==> src/rtl/neuron_param_tx.sv <==
// neuron_param_tx: nibble-serial transmitter for the neuron parameter-load interface.
// Sends Vreset, VT, Ibias and C (in that order) as arm, hi/lo nibble pairs with latch gaps,
// then a release period with load_mode low. All outputs are registered.
// Optional build macro NEURON_PARAM_TX_DOUBLE_SEND_EN: each request sends the frame twice.
module neuron_param_tx #(
  parameter int unsigned GAP_CYCLES     = 1,
  parameter int unsigned RELEASE_CYCLES = 2
) (
  input  logic       clk,
  input  logic       reset,
  input  logic       start,
  input  logic [7:0] p_vreset,
  input  logic [7:0] p_vt,
  input  logic [7:0] p_ibias,
  input  logic [7:0] p_c,
  output logic       busy,
  output logic       done,
  output logic       load_mode,
  output logic       load_enable,
  output logic [3:0] nibble_out
);

  typedef enum logic [2:0] {
    StIdle,
    StArm,
    StHi,
    StLo,
    StGap,
    StRelease
  } state_e;

  localparam logic [3:0] GapLast = 4'(GAP_CYCLES - 1);
  localparam logic [3:0] RelLast = 4'(RELEASE_CYCLES - 1);

  state_e      state_q, state_d;
  logic [1:0]  idx_q, idx_d;
  logic [3:0]  cnt_q, cnt_d;
  logic [31:0] data_q, data_d;
  logic        done_d, busy_d, mode_d, en_d;
  logic [3:0]  nib_d;
  logic [7:0]  cur_byte;
`ifdef NEURON_PARAM_TX_DOUBLE_SEND_EN
  logic        pass_q, pass_d;
`endif

  // State, counters, holding register and registered outputs
  always_ff @(posedge clk or posedge reset) begin
    if (reset) begin
      state_q     <= StIdle;
      idx_q       <= 2'd0;
      cnt_q       <= 4'd0;
      data_q      <= 32'd0;
      busy        <= 1'b0;
      done        <= 1'b0;
      load_mode   <= 1'b0;
      load_enable <= 1'b0;
      nibble_out  <= 4'd0;
`ifdef NEURON_PARAM_TX_DOUBLE_SEND_EN
      pass_q      <= 1'b0;
`endif
    end else begin
      state_q     <= state_d;
      idx_q       <= idx_d;
      cnt_q       <= cnt_d;
      data_q      <= data_d;
      busy        <= busy_d;
      done        <= done_d;
      load_mode   <= mode_d;
      load_enable <= en_d;
      nibble_out  <= nib_d;
`ifdef NEURON_PARAM_TX_DOUBLE_SEND_EN
      pass_q      <= pass_d;
`endif
    end
  end

  // Next-state logic; outputs are decoded from the next state so they register with it
  always_comb begin
    state_d = state_q;
    idx_d   = idx_q;
    cnt_d   = cnt_q;
    data_d  = data_q;
    done_d  = 1'b0;
`ifdef NEURON_PARAM_TX_DOUBLE_SEND_EN
    pass_d  = pass_q;
`endif

    case (state_q)
      StIdle: begin
        if (start) begin
          state_d = StArm;
          idx_d   = 2'd0;
          data_d  = {p_vreset, p_vt, p_ibias, p_c};
`ifdef NEURON_PARAM_TX_DOUBLE_SEND_EN
          pass_d  = 1'b0;
`endif
        end
      end
      StArm: state_d = StHi;
      StHi:  state_d = StLo;
      StLo: begin
        state_d = StGap;
        cnt_d   = 4'd0;
      end
      StGap: begin
        if (cnt_q == GapLast) begin
          cnt_d = 4'd0;
          if (idx_q == 2'd3) begin
            state_d = StRelease;
          end else begin
            state_d = StHi;
            idx_d   = idx_q + 2'd1;
          end
        end else begin
          cnt_d = cnt_q + 4'd1;
        end
      end
      StRelease: begin
        if (cnt_q == RelLast) begin
          cnt_d = 4'd0;
`ifdef NEURON_PARAM_TX_DOUBLE_SEND_EN
          // Second pass reuses the latched bytes; done only after it
          if (!pass_q) begin
            state_d = StArm;
            idx_d   = 2'd0;
            pass_d  = 1'b1;
          end else begin
            state_d = StIdle;
            done_d  = 1'b1;
          end
`else
          state_d = StIdle;
          done_d  = 1'b1;
`endif
        end else begin
          cnt_d = cnt_q + 4'd1;
        end
      end
      default: state_d = StIdle;
    endcase

    case (idx_d)
      2'd0:    cur_byte = data_d[31:24];
      2'd1:    cur_byte = data_d[23:16];
      2'd2:    cur_byte = data_d[15:8];
      default: cur_byte = data_d[7:0];
    endcase

    busy_d = (state_d != StIdle);
    mode_d = 1'b0;
    en_d   = 1'b0;
    nib_d  = 4'd0;
    case (state_d)
      StArm: begin
        mode_d = 1'b1;
        en_d   = 1'b1;
      end
      StHi: begin
        mode_d = 1'b1;
        en_d   = 1'b1;
        nib_d  = cur_byte[7:4];
      end
      StLo: begin
        mode_d = 1'b1;
        en_d   = 1'b1;
        nib_d  = cur_byte[3:0];
      end
      StGap:   mode_d = 1'b1;
      default: mode_d = 1'b0;
    endcase
  end

endmodule

==> config.mk <==
export PLATFORM = sky130hd
export DESIGN_NAME = neuron_param_tx
export DESIGN_NICKNAME = d
export VERILOG_FILES = /design/src/rtl/neuron_param_tx.sv
export SDC_FILE = /design/constraint.sdc
export NUM_CORES = 1
export LEC_CHECK = 0
export ABC_AREA = 1
export CORE_UTILIZATION = 50
export CTS_CLUSTER_SIZE = 10
export DETAILED_ROUTE_END_ITERATION = 12
export HOLD_SLACK_MARGIN = 0.08
export PLACE_DENSITY = 0.84
export SYNTH_ARGS = -nofsm -noshare
export SYNTH_HDL_FRONTEND = slang
export SYNTH_SLANG_ARGS = --single-unit
==> constraint.sdc <==
create_clock -name clk -period 2.8 [get_ports clk]
set_clock_uncertainty 0.1 [all_clocks]
set_input_delay 0.42 -clock clk [delete_from_list [all_inputs] [get_ports clk]]
set_output_delay 0.42 -clock clk [all_outputs]
set_load 0.01 [all_outputs]
==> flow_summary_export.csv <==
group,metric,value,unit
finish,antennaDiodeCount,0,
detailed_routing,viasPerCell,5.01,
finish,fin_area,2990,sq um
placement,gp_congestion,0.890,
floorplanning,fp.dieH,71.7,microns
yosys,yosysUniqueCellTypes,29,
pwr,p_sw,0.00125,W
placement,placed_cell_area,2870,sq um
yosys,synth_flop_cell,"dfrtp_1",
finish,final_common_cell,"nand2_1",
clocking,cts.htree.levels,2,
critical_path,cp-start-kind,"flop",
critical_path,worst_ep_arrival_time,2390,ps
floorplanning,coreArea,4500,sq um
floorplanning,row_count,24,
yosys,synth_edf_count,0,
global_route,grt_usage,0.219,
global_route,grt_pass1_wl,8.56,mm
yosys,ys_warn_count,0,
pwr,swShare,0.407,
detailed_routing,wl_met3,166,microns
detailed_routing,drtIter0Drc,148,
clocking,clk_pin_slew,90,ps
clocking,post_cts_buffers,0,
flow_run,maxCapViolations,0,
clocking,cts_hold_buf,0,
placement,hpwl,3.54,mm
critical_path,worst-setup-path-type,"flop to flop",
detailed_routing,drc,0,
timing,post-route-period-util,0.817,
yosys,synthCells,308,
yosys,syn_area_per_cell,7.89,sq um
yosys,synth_compound_area_frac,0.0597,
global_route,antenna_found_initial,0,
floorplanning,dieWidth,71.7,microns
finish,multi_input_area,1010,sq um
pwr,p_int,0.00182,W
critical_path,worstPathMaxFanout,21,
yosys,yosys.area_share.simple,0.331,
timing,setup_tns,0,ps
timing,fin_crit,2290,ps
floorplanning,dieArea,5140,sq um
pwr,leakagePower,1.55,nW
pwr,clock_power_share,0.169,
detailed_routing,dr.pass1.iters,4,
timing,tightest_slew,623,ps
pwr,powerDensity,1030,nW/um^2
detailed_routing,ant_nets,0,
yosys,netlist_area,2430,sq um
pwr,comb_power_share,0.461,
finish,synthToLayoutAreaGrowth,22.9,%
finish,final-seq-area,1230,sq um
run_status,status,"complete, no violations",
pwr,p_seq_frac,0.371,
detailed_routing,wl_met1,2.31,mm
finish,num-nets-final,388,
yosys,synth_top_family_by_area,"simple AND/OR/NAND/NOR gates",
finish,fill_cells,379,
yosys,synthAdderAreaFrac,0.0206,
floorplanning,ios,43,
detailed_routing,vias,2015,
clocking,insertion_delay,310,ps
clocking,cts_tree,"done",
yosys,ys_seq_area_frac,0.505,
global_route,grt.overflow.total,0,
detailed_routing,highest_layer,"met4",
detailed_routing,wirelength,5.02,mm
clocking,cts_resized,0,
yosys,yosys-mux-area-fraction,0,
yosys,ys_ff_latch,49,
yosys,syn_nets,347,
timing,max_freq,437,MHz
clocking,clock-sinks,49,
timing,relSlewSlack,0.584,
critical_path,critPathCaptureType,"flop",
timing,hold_viol,0,
yosys,synth-xor-area-share,0.00360,
timing,rsz0062_at_grt,"no",
detailed_routing,wl_met2,2.46,mm
yosys,async_flop_share,1.00,
global_route,grt_max_degree,50,
finish,final_cell_mix,"116 x nand2_1, 49 x dfrtp_1, 42 x clkdlybuf4s50_1, 31 x nand3_1, 28 x inv_1",
global_route,grt_pass1_vias,1898,
timing,finalSetupViolCount,0,
placement,port_buffers,42,
critical_path,required,2900,ps
floorplanning,start_util,0.539,
clocking,ctsLongestPathBuffers,2,
min_path,hp-class,"flop to flop",
timing,final_max_slew_viol_count,0,
clocking,root_buffer,"clkbuf_8",
detailed_routing,wire_per_inst,12.5,microns
clocking,numCtsBuffers,5,
finish,drive_gt1_frac,0.0914,
pwr,ir_worst_vdd,0.000447,V
==> layer usage <==
layer  vias up  global-route usage
met5         -                   0
met4         0              0.0784
met3         6              0.0506
met2        41               0.358
met1       925               0.285
li1       1043                   -
==> layout make-up <==
type	count	area share
flip-flops and latches	49	0.411
clock buffers	7	0.0289
well taps	52	0.0218
repair buffers	44	0.146
inverters	36	0.0453
clock inverters	1	0.0101
multi-input cells	213	0.337
==> power groups by stage <==
stage / registers, W / logic [W] / clock network [W]
floorplan: 0.00115 / 0.00105 / 0
global placement: 0.00114 / 0.00136 / 0
detailed placement: 0.00115 / 0.00140 / 0
CTS: 0.00114 / 0.00142 / 0.000524
global route: 0.00117 / 0.00163 / 0.000547
finish: 0.00114 / 0.00142 / 0.000518
==> synthesized netlist by cell type, types with 2 or more instances <==
library cell / count / area share
a21oi_1: 4 / 0.0082
buf_2: 7 / 0.014
buf_4: 2 / 0.0062
dfrtp_1: 49 / 0.50
ha_1: 4 / 0.021
inv_1: 29 / 0.045
inv_2: 7 / 0.011
nand2_1: 116 / 0.18
nand2_2: 2 / 0.0051
nand3_1: 31 / 0.064
nor2_1: 9 / 0.014
nor2_2: 3 / 0.0077
nor2_4: 2 / 0.0093
nor3_1: 5 / 0.010
o21ai_0: 5 / 0.010
o21ai_1: 14 / 0.029
or2_0: 3 / 0.0077
or2_1: 2 / 0.0051
or2_2: 4 / 0.010
==> stage by stage <==
stage | utilization | hold slack [ps] | power (W) | setup WS (ps) | instances
after floorplan | - | 340 | 0.00219 | 1080 | 308
after detailed placement | 0.637 | 369 | 0.00256 | 368 | 394
after global placement | 0.637 | 359 | 0.00250 | 463 | 394
after global routing | 0.663 | 407 | 0.00335 | 247 | 402
after CTS | 0.663 | 391 | 0.00308 | 544 | 402
final | 0.663 | 388 | 0.00307 | 512 | 402
==> worst max-delay path: stages, from the launching register on <==
cell,delay [ps]
dfrtp_1,410
inv_1,130
ha_1,230
nand2_2,120
nor2_1,110
nand2_1,90
nand2_1,480
nand2_1,160
o21ai_0,190
inv_1,50
nand2_1,60
nand2_1,50
==> path summary, 6_finish.rpt <==
kind | to | from | cells past startpoint | slack (ps)
min in group asynchronous | data_q[14] | reset | 3 | 480
max reg2reg | nibble_out[3] | cnt_q[1] | 11 | 510
max | nibble_out[3] | cnt_q[1] | 11 | 510
min | data_q[30] | data_q[30] | 2 | 390
max in group asynchronous | data_q[13] | reset | 3 | 1720
min reg2reg | data_q[30] | data_q[30] | 2 | 390
==> flip-flops by register name (all words and copies together), names as in the netlist <==
signal       count
busy             1
cnt_q            4
data_q          32
done             1
idx_q            2
load_enable      1
load_mode        1
nibble_out       4
state_q          3
==> cells by family after synthesis <==
kind of cell | after synthesis
AND/OR/NAND/NOR | 181
flip-flops | 49
buffers and inverters | 46
AO/OA/AOI/OAI | 27
adder cells (fa/ha/maj) | 4
XOR/XNOR | 1
Note: power is estimated with default switching activity, not from simulation.
==> edit: new RTL, same flow settings <==
Add a define of `NEURON_PARAM_TX_DOUBLE_SEND_EN`.
--- a/src/rtl/neuron_param_tx.sv
+++ b/src/rtl/neuron_param_tx.sv
@@ -2,6 +2,8 @@
 // Sends Vreset, VT, Ibias and C (in that order) as arm, hi/lo nibble pairs with latch gaps,
 // then a release period with load_mode low. All outputs are registered.
 // Optional build macro NEURON_PARAM_TX_DOUBLE_SEND_EN: each request sends the frame twice.
+`define NEURON_PARAM_TX_DOUBLE_SEND_EN
+
 module neuron_param_tx #(
   parameter int unsigned GAP_CYCLES     = 1,
   parameter int unsigned RELEASE_CYCLES = 2
Formal check against the unedited RTL: no difference found for any inputs over 10 cycles, from zero or initial values and one cycle with reset high; that may be too few to reach the edited logic, so the function may still have changed.
==> edit against the original RTL <==
Worst hold slack worse by 0.039 ns. Maximum frequency increased by 11%. Wire length increased by 12%. Synthesized area grew 8.0%. Final area up 6.7%. Total power up 1.1%. Worst setup slack better by 0.24 ns. Sequential cell count rose by 1. Sequential power hardly changed. Critical path type unchanged. Largest power group unchanged.
==> edit: results (changes against the original RTL) <==
- Avg Synthesized Cell Area: 7.95 um^2 (+0.78%)
- Vias in the first global route: 2120 (+12%)
- Fillers: 456 (+20%)
- Sequential area share after synthesis: 47.7% (-2.8 points)
- Top cells by count, synth: 119 x nand2_1, 50 x dfrtp_1, 41 x nand3_1, 32 x inv_1, 12 x o21ai_1
- Met2 WL post-DR: 2.80 mm (+14%)
- Synth top area cells: dfrtp_1 48%, nand2_1 17%, nand3_1 7.8%, inv_1 4.6%, o21ai_1 2.3%
- Via density: 5.02 (about the same)
- Met1 global-route usage: 27.2% (-1.4 points)
- Placed insts: 437 (+11%)
- Final WL: 5.62 mm (+12%)
- Wl on met1: 2.48 mm (+7.1%)
- Routing usage on met3: 3.93% (-1.1 points)
- First-pass GRT wire length: 9.25 mm (+8.1%)
- Library cells used by synthesis: 31 (+6.9%)
- GP Congestion: 0.839 (-5.8%)
- Largest net degree at the start of global routing: 33 (-34%)
- Share of cells above drive strength 1: 13.1% (+3.9 points)
- Worst R2R Setup Slack: 0.75 ns (+0.24 ns)
- Dpl ws: 0.532 ns (+0.164 ns)
- DP HPWL: 4.12 mm (+16%)
- DR WL met3: 262 um (+58%)
- Hold Crit Class: in2async
- Status: completed
- Reg2Reg Depth: 12 (+1)
- Static Leak: 1.61 nW (+4.3%)
- Met2 Usage GRT: 39.3% (+3.5 points)
- Global-route usage over all layers: 22.2% (+0.36 points)
- WL/cell: 12.6 um (+1.2%)
- Dpl cell area: 3100 um^2 (+8.0%)
- Synthesized Nets: 369 (+6.3%)
- Crit path capture: nibble_out[2]$_DFF_PP0_
- Nets: 413 (+6.4%)
[edit: cell types whose count changed after synthesis, sizes merged, moves of 2 or more]
cell / change
a21oi: -4
nand3: +12
nand4: +3
nor3: -3
o21ai: +4
nand2: +6
or2: -3
nor2: -2
inv: +5
o21bai: +2
[edit: logic make-up after synthesis]
logic type / after synthesis / synth area share (%)
buf+inv: 52 / 8.68
compound gates: 29 / 6.25
xor+xnor: 2 / 0.668
fa+ha+maj: 4 / 1.91
flops: 50 / 47.7
simple gates: 193 / 34.8
[edit: worst min path at each step]
stage,slack (ns),endpoint,startpoint,cells past startpoint
final,0.35,data_q[20]$_DFF_PP0_,reset,2
after CTS,0.36,data_q[29]$_DFF_PP0_,reset,2
after detailed placement,0.36,data_q[1]$_DFF_PP0_,data_q[1]$_DFF_PP0_,2
after global placement,0.35,data_q[8]$_DFF_PP0_,data_q[8]$_DFF_PP0_,2
after floorplan,0.33,data_q[8]$_DFF_PP0_,data_q[8]$_DFF_PP0_,2
after global routing,0.40,data_q[29]$_DFF_PP0_,reset,2
[edit: final cells by class]
class	count	area (um^2)	share of cell area, %
clock buffer	5	68.8	2.16
inverter	42	158	4.95
sequential	50	1250	39.3
multi-input combinational	228	1140	35.9
timing repair buffer	47	458	14.4
tap	70	87.6	2.75
clock inverter	3	18.8	0.589
[edit: power breakdown]
group          switching, mW  internal, mW  total, mW
clock                  0.246         0.176      0.422
sequential             0.117          1.02       1.14
combinational          0.970         0.576       1.55
total                   1.33          1.77       3.11
[edit: worst max-delay path, cell delays in order (launching register included)]
cell and delay (ns):
dfrtp_1 0.43, inv_1 0.11, ha_1 0.26, nand2_4 0.10
nand2_1 0.07, nand3_1 0.09, nand4_1 0.10, buf_4 0.25
nand2_1 0.13, o21bai_1 0.16, inv_1 0.06, nand2_1 0.06
nand2_1 0.04
